**src/rtl/regfile_dump_pkg.sv**
```systemverilog
// Shared constants and state encoding for the register-file dump engine.
// States are plain 2-bit constants so older netlists and scripts keep matching them.
package regfile_dump_pkg;

  localparam int DEF_ADDR_W = 5;
  localparam int DEF_DATA_W = 32;
  localparam int BYTE_W     = 8;

  typedef logic [1:0] state_t;

  localparam state_t ST_IDLE = 2'd0;
  localparam state_t ST_READ = 2'd1;
  localparam state_t ST_SEND = 2'd2;
  localparam state_t ST_DONE = 2'd3;

  // Counter width that stays legal when a word is a single byte
  function automatic int cnt_width(input int num_bytes);
    return (num_bytes > 1) ? $clog2(num_bytes) : 1;
  endfunction

endpackage

```
**src/rtl/regfile_dump_ser.sv**
```systemverilog
// Parallel-in/serial-out byte shifter: loads one register word and hands it out
// one byte at a time, least significant byte first.
module regfile_dump_ser
  import regfile_dump_pkg::*;
#(
  parameter int DATA_W = DEF_DATA_W
) (
  input  logic              clk,
  input  logic              rst_n,
  input  logic              load,
  input  logic [DATA_W-1:0] load_data,
  input  logic              shift,
  output logic [BYTE_W-1:0] byte_out,
  output logic              last_byte
);

  localparam int NUM_BYTES = DATA_W / BYTE_W;
  localparam int CNT_W     = cnt_width(NUM_BYTES);

  logic [DATA_W-1:0] shreg;
  logic [CNT_W-1:0]  byte_cnt;

  // Load wins over shift so a fresh word always restarts the byte count
  always_ff @(posedge clk or negedge rst_n) begin
    if (!rst_n) begin
      shreg    <= '0;
      byte_cnt <= '0;
    end else if (load) begin
      shreg    <= load_data;
      byte_cnt <= '0;
    end else if (shift) begin
      shreg    <= shreg >> BYTE_W;
      byte_cnt <= byte_cnt + CNT_W'(1);
    end
  end

  assign byte_out  = shreg[BYTE_W-1:0];
  assign last_byte = (byte_cnt == CNT_W'(NUM_BYTES - 1));

endmodule

```
**src/rtl/regfile_dump.sv**
```systemverilog
// Debug readout engine: walks a register range on a dedicated register-file read
// port and streams every word out as little-endian bytes over valid/ready.
module regfile_dump
  import regfile_dump_pkg::*;
#(
  parameter int ADDR_W = DEF_ADDR_W,
  parameter int DATA_W = DEF_DATA_W
) (
  input  logic              i_clk,
  input  logic              i_rst_n,
  input  logic              i_start,
  input  logic              i_abort,
  input  logic [ADDR_W-1:0] i_first_addr,
  input  logic [ADDR_W-1:0] i_last_addr,
  output logic [ADDR_W-1:0] o_rf_addr,
  input  logic [DATA_W-1:0] i_rf_data,
  output logic [7:0]        o_tx_data,
  output logic              o_tx_valid,
  input  logic              i_tx_ready,
  output logic              o_busy,
  output logic              o_done
);

  state_t            state;
  state_t            state_nxt;
  logic [ADDR_W-1:0] cur_addr;
  logic [ADDR_W-1:0] last_addr;
  logic              handshake;
  logic              last_byte;
  logic              at_last;

  assign handshake = (state == ST_SEND) && i_tx_ready;
  assign at_last   = (cur_addr == last_addr);

  // Abort overrides every other transition, including a start seen in IDLE
  always_comb begin
    state_nxt = state;
    case (state)
      ST_IDLE: if (i_start) state_nxt = (i_first_addr > i_last_addr) ? ST_DONE : ST_READ;
      ST_READ: state_nxt = ST_SEND;
      ST_SEND: if (handshake && last_byte) state_nxt = at_last ? ST_DONE : ST_READ;
      ST_DONE: state_nxt = ST_IDLE;
      default: state_nxt = ST_IDLE;
    endcase
    if (i_abort) state_nxt = ST_IDLE;
  end

  // cur_addr only advances when another register follows, so last_addr at the
  // top of the address space never overflows the counter
  always_ff @(posedge i_clk or negedge i_rst_n) begin
    if (!i_rst_n) begin
      state     <= ST_IDLE;
      cur_addr  <= '0;
      last_addr <= '0;
    end else begin
      state <= state_nxt;
      if (!i_abort) begin
        if ((state == ST_IDLE) && i_start) begin
          cur_addr  <= i_first_addr;
          last_addr <= i_last_addr;
        end else if (handshake && last_byte && !at_last) begin
          cur_addr <= cur_addr + ADDR_W'(1);
        end
      end
    end
  end

  regfile_dump_ser #(
    .DATA_W (DATA_W)
  ) u_ser (
    .clk       (i_clk),
    .rst_n     (i_rst_n),
    .load      (state == ST_READ),
    .load_data (i_rf_data),
    .shift     (handshake),
    .byte_out  (o_tx_data),
    .last_byte (last_byte)
  );

  assign o_rf_addr  = (state == ST_IDLE) ? '0 : cur_addr;
  assign o_tx_valid = (state == ST_SEND);
  assign o_busy     = (state != ST_IDLE);
  assign o_done     = (state == ST_DONE);

endmodule
```
**config.mk**
```make
export PLATFORM = sky130hd
export DESIGN_NAME = regfile_dump
export DESIGN_NICKNAME = d
export VERILOG_FILES = /design/src/rtl/regfile_dump_pkg.sv /design/src/rtl/regfile_dump_ser.sv /design/src/rtl/regfile_dump.sv
export SDC_FILE = /design/constraint.sdc
export NUM_CORES = 1
export LEC_CHECK = 0
export ABC_AREA = 1
export CELL_PAD_IN_SITES_DETAIL_PLACEMENT = 0
export CELL_PAD_IN_SITES_GLOBAL_PLACEMENT = 2
export CORE_MARGIN = 10
export CORE_UTILIZATION = 29
export CTS_BUF_LIST = sky130_fd_sc_hd__clkbuf_2 sky130_fd_sc_hd__clkbuf_4 sky130_fd_sc_hd__clkbuf_8
export DETAILED_ROUTE_END_ITERATION = 8
export PLACE_DENSITY_LB_ADDON = 0.1
export SLEW_MARGIN = 10
export SYNTH_ARGS = -nofsm -noshare
export SYNTH_HDL_FRONTEND = slang
export SYNTH_SLANG_ARGS = --single-unit
```
**constraint.sdc**
```tcl
create_clock -name i_clk -period 2.01 [get_ports i_clk]
set_input_delay 0.201 -clock i_clk [delete_from_list [all_inputs] [get_ports i_clk]]
set_output_delay 0.201 -clock i_clk [all_outputs]
set_load 0.05 [all_outputs]
```
Yosys cells after proc, flatten, opt, wreduce, memory -nomap -nowiden

Index checks and enable logic that the tools add are counted.

Add/sub/neg operators: 2
$lt $le $gt $ge: 1
Equality and inequality tests: 7
Muxes and demuxes: 13
Bitwise gates (word level): 1
Reductions and logical operators: 12

Operators by type and width:

| cell                                                | number |
|---|---|
| two-way mux 32 bit                                  | 2 |
| two-way mux 5 bit                                   | 3 |
| two-way mux 2 bit                                   | 7 |
| one-hot mux 2 bit (4 select lines)                  | 1 |
| equality test 2 bit, second input constant          | 3 |
| AND reduction 2 bit                                 | 3 |
| nonzero test 2 bit                                  | 3 |
| adder 5 x 1 -> 5 bit, second input constant         | 1 |
| equality test 5 bit                                 | 1 |
| > comparator 5 bit                                  | 1 |
| logical AND 1 bit                                   | 4 |
| != test 3 x 2 -> 1 bit, second input constant       | 1 |
| != test 3 bit, second input constant                | 1 |
| adder 2 x 1 -> 2 bit, second input constant         | 1 |
| equality test 2 x 1 -> 1 bit, second input constant | 1 |
| logical NOT 2 bit                                   | 1 |
| logical NOT 1 bit                                   | 1 |
| NOT 1 bit                                           | 1 |

Flip-flop bits (word level): 46
Bits of input ports: 47
Output and inout bits: 16

Logic depth before layout (Yosys ltp)

Gate-level depths: netlist of run 1.

Depth in word-level cells: 6
Mapped depth: 10

By module

Synthesis of run 1 repeated with hierarchy kept, for this count alone.

Cells, all modules: 320
Area total of the unflattened synthesis: 2,524.9 um^2

Modules (own cells, without submodules):

| module           | instances | cells an instance | area each (um^2) | seq. area each (um^2) |
|---|---|---|---|---|
| regfile_dump_ser | 1         | 183               | 1,582.8          | 850.8 |
| regfile_dump     | 1         | 137               | 942.2            | 300.3 |

Worst setup path before layout of run 1

No wires, ideal clock.

Kind: register to register
Start: register state[1]
End: register cur_addr[0]
Library setup time: 65 ps
Arrival: 1,444 ps
Slack: 501 ps
Cell stages (with the launch flop): 11
Clock period less this slack: 1,509 ps
Cell sequence: dfrtp_1 -> inv_2 -> nor2_4 -> nand2_4 -> inv_2 -> nand2_1 -> nor2_2 -> nand2_2 -> nand2_2 -> nand2_1 -> nand2_1

Longest elaborated chain between the ends: 6

RTL lines:

| item                           | line               | source |
|---|---|---|
| start, declared                | regfile_dump.sv:24 | `state_t state;` |
| start signal, assigned         | regfile_dump.sv:56 | `state <= state_nxt;` |
| equality test 2 bit            | --                 |  |
| named net o_tx_valid           | regfile_dump.sv:18 | `output logic o_tx_valid,` |
| logical AND 1 bit              | regfile_dump.sv:32 | `assign handshake = (state == ST_SEND) && i_tx_ready;` |
| logical AND 1 bit (2 in a row) | regfile_dump.sv:61 | `end else if (handshake && last_byte && !at_last) begin` |
| nonzero test 2 bit (no line)   | --                 |  |
| AND reduction 2 bit (no line)  | --                 |  |
| end signal, assigned           | regfile_dump.sv:59 | `cur_addr <= i_first_addr;` |
| end signal, assigned           | regfile_dump.sv:62 | `cur_addr <= cur_addr + ADDR_W'(1);` |
| end, declared                  | regfile_dump.sv:26 | `logic [ADDR_W-1:0] cur_addr;` |

The timed path passes the listed nets, and every way through them passes these cells.
A chain may end at the register's enable or synchronous reset.

Worst setup path in the final report of run 1

Start: register state[1]
End: register cur_addr[4]

Longest elaborated chain between the ends: 6

RTL lines:

| item                           | line |
|---|---|
| equality test 2 bit            | regfile_dump.sv:32 |
| logical AND 1 bit              | regfile_dump.sv:32 |
| logical AND 1 bit (2 in a row) | regfile_dump.sv:61 |
| nonzero test 2 bit (no line)   | -- |
| AND reduction 2 bit (no line)  | -- |

Several ways; a longest one is shown, not always the timed one.

==> flow_summary.toml, run 1 <==
[timing]
period_needed_ps = 1780
rsz0062_at_grt = "no"
fin_crit_sh = 0.888
slew_headroom = 0.524
final-max-slew-violation-count = 0
skew_ps = 5.41
setup_viol = 0
tns_ps = 0
hold_slack_ps = -13.8
hold_violations = 7
max_freq_mhz = 561
tightest_slew_ps = 714

[grt]
antenna_found_initial = 0
grt_pass1_wl_um = 10700
grt_max_degree = 47
grt_pass1_vias = 2043
grt_usage = 0.103
grt_overflow = 0

[floorplanning]
die-width_um = 111
die_y_um = 111
io_pins = 63
fp-row-count = 33
core_mm2 = 0.00818
dieArea_mm2 = 0.0124
start_util = 0.295

[finish]
regArea_mm2 = 0.00115
final_util = 0.389
antenna_cells = 0
multi_input_area_um2 = 955
fin_area_mm2 = 0.00318
n_fill_cell = 841
drive_gt1_frac = 0.116
syn2layout_area_growth_pct = 31.7
layout.nets = 399

[synth]
netlist_area_mm2 = 0.00241
ys_warn_count = 0
synth_area_per_cell_um2 = 8.38
ys_seq_area_frac = 0.477
syn_inst = 288
synth_cell_types = 27
syn-num-nets = 342
ys_ff_latch = 46

[power]
p_leak_nw = 1.51
p_total_mw = 3.50
ir_drop_mv = 0.311
powerDensity_mw_per_mm2 = 1100

[drt]
wire_per_inst_um = 14.5
dr.pass1.iters = 6
ant_nets = 0
wirelength_um = 6510
dr_total_vias = 2006
avgViaCountPerCell = 4.46
drtIter0Drc = 73
drc = 0

[setup_path]
worst_ep_arrival_time_ps = 2020
r2r_end = "cur_addr[4]$_DFFE_PN0P_"
rr_startpoint = "state[1]$_DFFE_PN0P_"
critical_path.top_delay_family = "simple AND/OR/NAND/NOR gates"
worstPathMaxFanout = 17
critical_path.startpoint_type = "flop"
ff2ff_setup_slack_ps = 230
end_kind = "flop"
crit_path_max_incr_delay_ps = 490
reg2reg_depth = 6
cp_cell_sequence = "nor2_4, nand2_4, or2_1, nand2_2, nand2_1, nand2_1"
cp_slowest_cell = "or2_1"
crit_top_cell = "nand2_1"
critical_path_class = "reg2reg"
path_buf_inv = 0
required_ps = 2240

[cts]
htree_levels = 2
root_buffer = "clkbuf_8"
clk_pin_slew_worst_paths_ps = 80
cts_buffers = 5
cts.sinks = 46
clock_latency_ps = 300
cts_tree = "built"
postCtsSetupBuffers = 0
cts_buffer_depth = 2

[flow_run]
max-cap-violations = 0

[hold_path]
hold_class = "in2async"

[run_status]
status = "finished with violations"
violations = "hold timing"

[placement]
placed_area_mm2 = 0.00307
hpwl_um = 4890
portBuffers = 62
gp_congestion = 0.753
cell families after synthesis:
| logic type | count (synthesis) | synth area share |
|---|---|---|
| AND/OR/NAND/NOR | 116 | 0.206 |
| buffers and inverters | 68 | 0.128 |
| adder cells (fa/ha/maj) | 7 | 0.0363 |
| flip-flops | 46 | 0.477 |
| multiplexers | 1 | 0.00467 |
| AO/OA/AOI/OAI | 49 | 0.145 |
| XOR/XNOR | 1 | 0.00363 |
cell type report:
cell class	instances	share of cell area
multi-input cells	174	0.300
inverters	50	0.0590
clock inverters	1	0.00945
well taps	105	0.0413
clock buffers	6	0.0260
flip-flops and latches	46	0.362
repair buffers	68	0.202
how the worst max path moves through the flow:
stage	from	endpoint	slack, ps	cells past startpoint
after floorplan	state[1]$_DFFE_PN0P_	cur_addr[0]$_DFFE_PN0P_	500	10
after global placement	i_start	cur_addr[3]$_DFFE_PN0P_	100	6
after detailed placement	i_start	cur_addr[4]$_DFFE_PN0P_	120	6
after CTS	state[1]$_DFFE_PN0P_	cur_addr[4]$_DFFE_PN0P_	220	6
after global routing	state[1]$_DFFE_PN0P_	cur_addr[0]$_DFFE_PN0P_	100	6
final	state[1]$_DFFE_PN0P_	cur_addr[4]$_DFFE_PN0P_	230	6
cell usage in the layout (no fill, tap or decap), types with 2 or more instances in the layout:
cell              n
a21oi_1           5
o221ai_1         16
nand2_2           3
nand3_1          10
nand2_1          83
o211ai_1          8
o21ai_2           4
nor2_4            2
o21ai_0          13
nor2_1           11
nand2_4           2
nor2_2            2
inv_1            46
clkbuf_8          6
inv_2             4
nand4_1           2
buf_4            13
dfrtp_1          46
ha_1              7
clkdlybuf4s50_1  53
per-layer routing:
| metal | global-route usage | vias up | wire [um] |
|---|---|---|---|
| met5 | 0 | - | 0 |
| met4 | 0.0257 | 0 | 57 |
| met3 | 0.0303 | 5 | 363 |
| met2 | 0.147 | 53 | 2810 |
| met1 | 0.147 | 920 | 3280 |
| li1 | - | 1028 | - |
worst register-to-register path, cell delays in order (launching register included):
cell and delay, ps:
dfrtp_1 480, nor2_4 270, nand2_4 120, or2_1 490, nand2_2 230, nand2_1 70, nand2_1 60
synth_stat cells:
cell type   n  area share
a21oi_1     5       0.010
a21oi_2     1      0.0036
a22o_1      1      0.0036
a31oi_1     1      0.0026
buf_2       6       0.012
buf_4       8       0.025
buf_6       2      0.0093
clkbuf_1    2      0.0031
dfrtp_1    46        0.48
ha_1        7       0.036
inv_1      46       0.072
inv_2       4      0.0062
mux2_2      1      0.0047
nand2_1    83        0.13
nand2_2     3      0.0078
nand2_4     2      0.0093
nand3_1    10       0.021
nand4_1     2      0.0052
nor2_1     11       0.017
nor2_2      2      0.0052
nor2_4      2      0.0093
o211ai_1    8       0.025
o21ai_0    13       0.027
o21ai_2     4       0.015
o221ai_1   16       0.058
or2_1       1      0.0026
xnor2_1     1      0.0036
report_power, final:
group / switching (mW) / total [mW] / internal [mW]
registers: 0.185 / 1.42 / 1.23
logic: 0.851 / 1.37 / 0.524
clock network: 0.313 / 0.711 / 0.398
total: 1.35 / 3.50 / 2.15
flip-flops by register name, indices dropped and copies added (netlist names):
signal / cells
last_addr: 5
u_ser.shreg: 32
state: 2
cur_addr: 5
u_ser.byte_cnt: 2
what timing repair did:
item	4_1_cts	5_1_grt
resized for setup	1	0
endpoints found under the setup margin	1	0
hold buffers	0	0
metrics by stage:
step	setup slack, ps	std cells
finish	226	450
detailed placement	124	443
CTS	216	450
global placement	98.5	443
global route	103	450
floorplan	501	288
Note: power is estimated with default switching activity, not from simulation.
==> run 2, diff against run 1 <==
--- a/config.mk
+++ b/config.mk
@@ -11,6 +11,7 @@
 export CORE_MARGIN = 10
 export CORE_UTILIZATION = 29
 export CTS_BUF_LIST = sky130_fd_sc_hd__clkbuf_2 sky130_fd_sc_hd__clkbuf_4 sky130_fd_sc_hd__clkbuf_8
+export CTS_CLUSTER_DIAMETER = 120
 export DETAILED_ROUTE_END_ITERATION = 8
 export PLACE_DENSITY_LB_ADDON = 0.1
 export SLEW_MARGIN = 10
==> results of run 2 <==
Same layout as run 1: the final DEF is identical, and so are final timing and power.
==> run 3, diff against run 2 <==
--- a/config.mk
+++ b/config.mk
@@ -13,7 +13,7 @@
 export CTS_BUF_LIST = sky130_fd_sc_hd__clkbuf_2 sky130_fd_sc_hd__clkbuf_4 sky130_fd_sc_hd__clkbuf_8
 export CTS_CLUSTER_DIAMETER = 120
 export DETAILED_ROUTE_END_ITERATION = 8
-export PLACE_DENSITY_LB_ADDON = 0.1
+export PLACE_DENSITY_LB_ADDON = 0.05
 export SLEW_MARGIN = 10
 export SYNTH_ARGS = -nofsm -noshare
 export SYNTH_HDL_FRONTEND = slang
==> flow_summary.toml, run 3 (same netlist as run 1, synthesis figures left out) <==
[drt]
drc = 0
dr_total_vias = 1964
ant_nets = 0
drtIter0Drc = 70
wirelength_um = 6500
avgViaCountPerCell = 4.37
wire_per_inst_um = 14.5
dr.pass1.iters = 4

[grt]
grt_overflow = 0
grt_pass1_vias = 2171
antenna_found_initial = 0
grt_max_degree = 47
grt_pass1_wl_um = 11000
grt_usage = 0.106

[timing]
skew_ps = 7.07
max_freq_mhz = 571
hold_slack_ps = -6.42
slew_headroom = 0.556
tightest_slew_ps = 666
final-max-slew-violation-count = 0
tns_ps = 0
fin_crit_sh = 0.871
hold_violations = 3
period_needed_ps = 1750
rsz0062_at_grt = "no"
setup_viol = 0

[setup_path]
worst_ep_arrival_time_ps = 1990
critical_path_class = "reg2reg"
end_kind = "flop"
critical_path.startpoint_type = "flop"
ff2ff_setup_slack_ps = 260
r2r_end = "cur_addr[3]$_DFFE_PN0P_"
worstPathMaxFanout = 17
reg2reg_depth = 6
required_ps = 2240
rr_startpoint = "state[1]$_DFFE_PN0P_"

[finish]
layout.nets = 397
top_register = "u_ser.shreg"
top_regs = "u_ser.shreg (32), cur_addr (5), last_addr (5)"
syn2layout_area_growth_pct = 31.7
fin_area_mm2 = 0.00318
antenna_cells = 0
final_cell_mix = "nand2_1 (83), clkdlybuf4s50_1 (53), inv_1 (46), dfrtp_1 (46), o221ai_1 (16)"
drive_gt1_frac = 0.113
final_common_cell = "nand2_1"
largest_reg_flops = 32

[power]
sequentialPowerShare = 0.403
p_leak_nw = 1.50
switching_share = 0.387
clkPwrFrac = 0.201
internal-power_mw = 2.14
combPwrFrac = 0.396
p_switching_mw = 1.35
powerDensity_mw_per_mm2 = 1100
ir_drop_mv = 0.365

[floorplanning]
fp-row-count = 33
die_y_um = 111
start_util = 0.295
die-width_um = 111
core_mm2 = 0.00818
dieArea_mm2 = 0.0124
io_pins = 63

[cts]
root_buffer = "clkbuf_8"
cts_buffer_depth = 2
cts_tree = "built"
postCtsSetupBuffers = 0
clk_pin_slew_worst_paths_ps = 90
clock_latency_ps = 300
cts.sinks = 46
htree_levels = 2
cts_buffers = 5

[flow_run]
max-cap-violations = 0

[placement]
placed_area_mm2 = 0.00307
hpwl_um = 4920
gp_congestion = 0.795
portBuffers = 62

[run_status]
violations = "hold timing"
status = "finished with violations"

[hold_path]
hold_class = "in2async"
[run 3: layout make-up]
class                           instances  area, um^2
Sequential cell                        46        1150
Multi-Input combinational cell        174         955
Inverter                               50         188
Fill cell                             875        5000
Timing Repair Buffer                   66         639
Clock buffer                            6        76.3
Tap cell                              105         131
Clock inverter                          2        37.5
[run 3: per-stage QoR]
stage               hold WS (ps)  utilization  total power, mW  instances  worst slack [ps]
finish                     -6.42        0.389             3.49        449               258
global route                37.3        0.389             3.76        449              89.6
CTS                         18.9        0.389             3.55        449               221
detailed placement           345        0.375             2.84        441               167
global placement             350        0.375             2.85        441               164
floorplan                  -94.6            -             2.43        288               501
[run 3: power groups by stage]
stage	registers, mW	logic (mW)	clock network [mW]
6_report	1.41	1.38	0.702
5_1_grt	1.45	1.55	0.764
4_1_cts	1.41	1.41	0.729
3_5_place_dp	1.43	1.41	0
3_3_place_gp	1.43	1.42	0
2_1_floorplan	1.37	1.07	0
[run 3: metal layers]
layer,GRT usage,part of all wire
met2,0.180,0.50
met1,0.128,0.45
met3,0.0292,0.043
met5,0,0
met4,0.0257,0.0088
[run 3: worst max-delay path: stages, from the launching register on]
cell,delay (ps)
dfrtp_1,460
nor2_4,280
nand2_4,130
or2_1,480
nand2_2,220
nand2_1,70
nand2_1,60
[run 3: worst max path at each step]
| stage | start | endpoint | slack, ps | depth (start not counted) |
|---|---|---|---|---|
| floorplan | state[1]$_DFFE_PN0P_ | cur_addr[0]$_DFFE_PN0P_ | 500 | 10 |
| global placement | i_start | cur_addr[0]$_DFFE_PN0P_ | 160 | 6 |
| detailed placement | i_start | cur_addr[0]$_DFFE_PN0P_ | 170 | 6 |
| CTS | state[1]$_DFFE_PN0P_ | cur_addr[3]$_DFFE_PN0P_ | 220 | 6 |
| global route | state[1]$_DFFE_PN0P_ | cur_addr[3]$_DFFE_PN0P_ | 90 | 6 |
| finish | state[1]$_DFFE_PN0P_ | cur_addr[3]$_DFFE_PN0P_ | 260 | 6 |
[run 3: what timing repair did]
item                       4_1_cts  5_1_grt
hold endpoints to repair         0        0
gates resized for setup          1        0
hold buffers                     0        0
setup endpoints to repair        1        0
